## config.mk

```make
export PLATFORM = sky130hd
export DESIGN_NAME = button_debounce
export DESIGN_NICKNAME = d
export VERILOG_FILES = /design/src/rtl/button_debounce.sv
export SDC_FILE = /design/constraint.sdc
export NUM_CORES = 1
export LEC_CHECK = 0
export BUFFER_PORTS_ARGS = -buffer_cell sky130_fd_sc_hd__buf_2
export CAP_MARGIN = 40
export CORE_UTILIZATION = 55
export CTS_CLUSTER_DIAMETER = 40
export CTS_CLUSTER_SIZE = 24
export DETAILED_ROUTE_END_ITERATION = 6
export PLACE_DENSITY = 0.8
export SYNTH_ARGS = -nofsm -noshare
export SYNTH_HDL_FRONTEND = slang
export SYNTH_SLANG_ARGS = --single-unit
```

## constraint.sdc

```tcl
create_clock -name clk -period 3 [get_ports clk]
set_input_delay 0.45 -clock clk [delete_from_list [all_inputs] [get_ports clk]]
set_output_delay 0.45 -clock clk [all_outputs]
set_load 0.05 [all_outputs]
```

## src/rtl/button_debounce.sv

```systemverilog
// Push-button conditioner: two-flop synchronizer, counter-based debounce FSM and
// press / release / long-press event generation, all outputs registered.
module button_debounce #(
  parameter int unsigned DEBOUNCE_CYCLES   = 32'd160000,
  parameter int unsigned LONG_PRESS_CYCLES = 32'd16000000,
  parameter bit          ACTIVE_LOW_IN     = 1'b1
) (
  input  logic clk,
  input  logic in_rst,
  input  logic btn_in,
  output logic btn_state,
  output logic press_pulse,
  output logic release_pulse,
  output logic long_press_pulse,
  output logic long_held
);

  localparam int unsigned DW = $clog2(DEBOUNCE_CYCLES + 32'd1);
  localparam int unsigned HW = $clog2(LONG_PRESS_CYCLES + 32'd1);

  localparam logic [DW-1:0] DCNT_LAST = DW'(DEBOUNCE_CYCLES - 32'd1);
  localparam logic [DW-1:0] DCNT_ONE  = DW'(32'd1);
  localparam logic [DW-1:0] DCNT_ZERO = DW'(32'd0);
  localparam logic [HW-1:0] HCNT_LAST = HW'(LONG_PRESS_CYCLES - 32'd1);
  localparam logic [HW-1:0] HCNT_ONE  = HW'(32'd1);
  localparam logic [HW-1:0] HCNT_ZERO = HW'(32'd0);

  // Pin level of a released button; the synchronizer idles here out of reset.
  localparam logic PIN_IDLE = ACTIVE_LOW_IN;

  typedef enum logic [1:0] {
    ST_RELEASED   = 2'd0,
    ST_PRESS_DB   = 2'd1,
    ST_PRESSED    = 2'd2,
    ST_RELEASE_DB = 2'd3
  } state_t;

  logic          sync1_r, sync2_r;
  logic          lvl_s;
  state_t        state_r, state_nxt_s;
  logic [DW-1:0] dcnt_r, dcnt_nxt_s;
  logic [HW-1:0] hcnt_r, hcnt_nxt_s;
  logic          btn_state_r, btn_state_nxt_s;
  logic          press_r, press_nxt_s;
  logic          release_r, release_nxt_s;
  logic          long_r, long_nxt_s;
  logic          long_held_r, long_held_nxt_s;

  // Two-flop synchronizer on the raw pin.
  always_ff @(posedge clk or negedge in_rst) begin
    if (!in_rst) begin
      sync1_r <= PIN_IDLE;
      sync2_r <= PIN_IDLE;
    end else begin
      sync1_r <= btn_in;
      sync2_r <= sync1_r;
    end
  end

  assign lvl_s = sync2_r ^ ACTIVE_LOW_IN;

  // Next-state, counter and event decode for the debounce FSM.
  always_comb begin
    state_nxt_s     = state_r;
    dcnt_nxt_s      = dcnt_r;
    hcnt_nxt_s      = hcnt_r;
    long_held_nxt_s = long_held_r;
    press_nxt_s     = 1'b0;
    release_nxt_s   = 1'b0;
    long_nxt_s      = 1'b0;
    case (state_r)
      ST_RELEASED: begin
        if (lvl_s) begin
          state_nxt_s = ST_PRESS_DB;
          dcnt_nxt_s  = DCNT_ZERO;
        end else begin
          state_nxt_s = ST_RELEASED;
        end
      end
      ST_PRESS_DB: begin
        if (!lvl_s) begin
          state_nxt_s = ST_RELEASED;
        end else if (dcnt_r == DCNT_LAST) begin
          state_nxt_s = ST_PRESSED;
          press_nxt_s = 1'b1;
          hcnt_nxt_s  = HCNT_ZERO;
        end else begin
          dcnt_nxt_s = dcnt_r + DCNT_ONE;
        end
      end
      ST_PRESSED: begin
        // Saturating hold count; long_held keeps the strobe to once per press.
        if (hcnt_r != HCNT_LAST) begin
          hcnt_nxt_s = hcnt_r + HCNT_ONE;
        end else begin
          hcnt_nxt_s = hcnt_r;
        end
        if ((hcnt_nxt_s == HCNT_LAST) && !long_held_r) begin
          long_nxt_s      = 1'b1;
          long_held_nxt_s = 1'b1;
        end else begin
          long_nxt_s = 1'b0;
        end
        if (!lvl_s) begin
          state_nxt_s = ST_RELEASE_DB;
          dcnt_nxt_s  = DCNT_ZERO;
        end else begin
          state_nxt_s = ST_PRESSED;
        end
      end
      ST_RELEASE_DB: begin
        if (lvl_s) begin
          state_nxt_s = ST_PRESSED;
        end else if (dcnt_r == DCNT_LAST) begin
          state_nxt_s     = ST_RELEASED;
          release_nxt_s   = 1'b1;
          long_held_nxt_s = 1'b0;
          hcnt_nxt_s      = HCNT_ZERO;
        end else begin
          dcnt_nxt_s = dcnt_r + DCNT_ONE;
        end
      end
      default: begin
        state_nxt_s = ST_RELEASED;
      end
    endcase
    btn_state_nxt_s = (state_nxt_s == ST_PRESSED) || (state_nxt_s == ST_RELEASE_DB);
  end

  // FSM state, counters and registered outputs.
  always_ff @(posedge clk or negedge in_rst) begin
    if (!in_rst) begin
      state_r     <= ST_RELEASED;
      dcnt_r      <= DCNT_ZERO;
      hcnt_r      <= HCNT_ZERO;
      btn_state_r <= 1'b0;
      press_r     <= 1'b0;
      release_r   <= 1'b0;
      long_r      <= 1'b0;
      long_held_r <= 1'b0;
    end else begin
      state_r     <= state_nxt_s;
      dcnt_r      <= dcnt_nxt_s;
      hcnt_r      <= hcnt_nxt_s;
      btn_state_r <= btn_state_nxt_s;
      press_r     <= press_nxt_s;
      release_r   <= release_nxt_s;
      long_r      <= long_nxt_s;
      long_held_r <= long_held_nxt_s;
    end
  end

  assign btn_state        = btn_state_r;
  assign press_pulse      = press_r;
  assign release_pulse    = release_r;
  assign long_press_pulse = long_r;
  assign long_held        = long_held_r;

endmodule
```

==> summary.md <==
| Metric | Value |
|---|---|
| Routed wire length | 6.95 mm |
| Vias | 2684 |
| Post-synth cell types | 54 |
| Clock sink total | 51 |
| Worst slew pin tran | 559 ps |
| First-pass GRT wire length | 12.1 mm |
| Die area | 0.00581 mm² |
| Max incr delay on CP | 590 ps |
| Post-Syn Instances | 350 |
| Placed Instances | 415 |
| Ys async rst share | 100% |
| Main synth FF type | dfrtp_1 |
| Worst Setup End Kind | flip-flop |
| Post-Syn Area per Cell | 8.66 µm² |
| Final period utilization | 87.2% |
| Filler cells | 439 |
| Hold Fails Final Rpt | 0 |
| DR WL met3 | 358 µm |
| HP Class | in -> async |
| Power Dens Cells | 354 mW/mm² |
| H-tree Lvls | 2 |
| Peak Freq | 0.382 GHz |
| Sequential fraction of the synthesis area | 42.2% |
| TritonCTS clock tree | built |
| YS warnings | 0 |
| #FFs+latches synth | 51 |
| Category of the worst setup path launch point | flip-flop |
| Final setup vio count | 0 |
| Post-Syn Nets | 355 |
| Final GP Congestion | 0.870 |
| Worst slew margin | 62.4% |
| Data required, critical path | 3240 ps |
| HPWL after DPL | 4.79 mm |
| Layout cell share with drive strength beyond 1 | 10.2% |
| Post-DR wirelength/cell | 16.4 µm |
| M1 WL | 3.04 mm |
| CP top delay family | simple AND/OR/NAND/NOR gates |
| Core Rows | 26 |
| Final Max Slew Viols | 0 |
| Post-DRT Antenna Nets | 0 |
| Cts bufs inserted | 5 |
| Clock-pin slew on the worst setup and hold paths | 100 ps |
| I/O Buffers | 7 |
| R2R setup slack | 380 ps |
| Root Driver | clkbuf_8 |
| Initial antenna violation count | 0 |
| Finished Cell Area | 0.00324 mm² |
| Initial Utilization | 58.2% |
| Unrepaired setup endpoints after global routing | no |
| Postcts setup bufs | 0 |
| Crit path max fanout | 12 |
| Via-to-Cell Ratio | 6.35 |
| Synth Cell Area | 0.00303 mm² |
| GRT Overall Usage | 25.5% |
| Critical path data arrival time | 2860 ps |
| Reg2reg end | long_held |
| Status | finished, final reports clean |
| Bufs on Longest Clock Path | 2 |
| Final Critical Period | 2620 ps |
| CP Buf/Inv Count | 0 |
| Kind of critical path | reg -> reg |
| Die width | 76.2 µm |
| Metal2 WL | 3.44 mm |
| Area after DPL | 0.00315 mm² |
| Register area | 0.00128 mm² |
| Dpl ws | 439 ps |
| Worst skew pair latency | 310 ps |
| Top Ports | 8 |
| Post-synth EDFFs | 0 |
| Final #Nets | 357 |
| Largest net degree at the start of global routing | 35 |
| Multi-input logic area | 0.00160 mm² |
| Crit-path cells | or4b_1 > nor4_4 > nand2_1 > a221oi_2 > nand4_1 > o21ai_1 |
| Worst r2r src | hcnt_r[14] |
| Final setup TNS | 0 ps |
| Cell Count, Final, Fillers Out | 423 |
| Register-to-Register Path Depth | 6 |
| Vias in the first global route | 2573 |
| Die Span Y | 76.2 µm |
| Max rail drop VDD | 0.332 mV |
| Max Used Layer | met4 |
| Final WS setup | 383 ps |
| Clock Skew | 9.81 ps |
| Layout area overhead | 6.81% |
| Post-CTS Hold Buffers | 0 |
| Core area | 0.00520 mm² |
| Leak | 0.00131 µW |
| Max Cap Viol | 0 |
| Slowest cell on crit path | or4b_1 |
| # DRC | 0 |
| First-pass detailed-route iteration total | 5 |
| Cts repair resizes | 0 |
| Initial DRC Count | 354 |
| N_diodes | 0 |
| Total congestion overflow | 0 |
[registers in the layout (all words and copies together), names as in the netlist]
name              count
btn_state             1
dcnt_r               18
hcnt_r               24
long_held             1
long_press_pulse      1
press_pulse           1
release_pulse         1
state_r               2
sync1_r               1
sync2_r               1
[cell families (layout without fill, tap and decap cells)]
| family | after synthesis | after routing | share of synthesized area [%] |
|---|---|---|---|
| muxes | 2 | 2 | 0.660 |
| adders and majority gates | 2 | 2 | 0.825 |
| buffers and inverters | 38 | 41 | 5.16 |
| DFF | 51 | 51 | 42.2 |
| xor gates and xnor gates | 21 | 21 | 6.07 |
| and+or+nand+nor | 143 | 143 | 25.7 |
| AOI/OAI and AO/OA | 93 | 93 | 19.4 |
[worst max path at each step]
stage | start | to | slack (ps) | cells after the start
after floorplan | hcnt_r[0] | long_held | 650 | 8
final | hcnt_r[14] | long_held | 380 | 6
after CTS | hcnt_r[14] | long_held | 390 | 6
after detailed placement | hcnt_r[14] | long_held | 440 | 6
after global placement | dcnt_r[0] | hcnt_r[20] | 500 | 8
after global routing | hcnt_r[14] | long_held | 180 | 6
[cell usage in the layout, fill, tap and decap left out, types with 3 or more instances in the layout]
cell	count
nor2_1	39
a31oi_1	8
o41ai_1	5
o21ai_0	30
or4_1	3
and3_1	7
nand3_1	12
or3_1	4
nor3_1	7
and4_1	3
clkbuf_8	5
buf_2	7
xnor2_1	17
o31ai_1	8
nor4_1	12
nand2_1	24
dfrtp_1	49
buf_4	14
xor2_1	4
inv_1	12
nand4_1	12
a21oi_1	22
nand2b_1	5
[cells in the mapped netlist, types with 3 or more instances]
master | number | share of area (%)
o31ai_1 | 8 | 2.0
or3_1 | 4 | 0.83
nor2_1 | 39 | 4.8
nor4_1 | 12 | 2.5
buf_2 | 4 | 0.66
and3_1 | 7 | 1.4
nand4_1 | 12 | 2.5
and4_1 | 3 | 0.87
clkbuf_1 | 19 | 2.4
xor2_1 | 4 | 1.2
o21ai_0 | 30 | 5.0
nand2b_1 | 5 | 1.0
xnor2_1 | 17 | 4.9
o41ai_1 | 5 | 1.4
a21oi_1 | 22 | 3.6
nand2_1 | 24 | 3.0
nor3_1 | 7 | 1.2
a31oi_1 | 8 | 1.7
nand3_1 | 12 | 2.0
dfrtp_1 | 49 | 40
or4_1 | 3 | 0.74
inv_1 | 12 | 1.5
[cell type report]
class,instances,area share (%)
tap,70,2.70
multi-input combinational,261,49.3
inverter,12,1.39
clock buffer,6,2.24
clock inverter,2,0.541
timing repair buffer,21,4.33
sequential,51,39.5
[report_power, final]
group	total [µW]	switching [µW]	leakage, µW	internal (µW)
Clock	407	239	0.0000454	168
Sequential	703	7.71	0.000701	695
Combinational	37.1	26.1	0.000562	10.9
[per-layer routing]
layer | up-vias | global-route usage (%)
li1 | 1285 | -
met1 | 1296 | 33.2
met2 | 90 | 42.7
met3 | 13 | 4.31
met4 | 0 | 9.23
met5 | - | 0
[per-stage QoR]
stage	util, %	hold slack, ps	total power (µW)
floorplan	-	154	732
global placement	60.2	350	753
CTS	62.2	81.6	1160
global route	62.2	112	1190
finish	62.2	70.3	1150
detailed placement	60.5	356	755
Power figures use the tool's default switching activity.
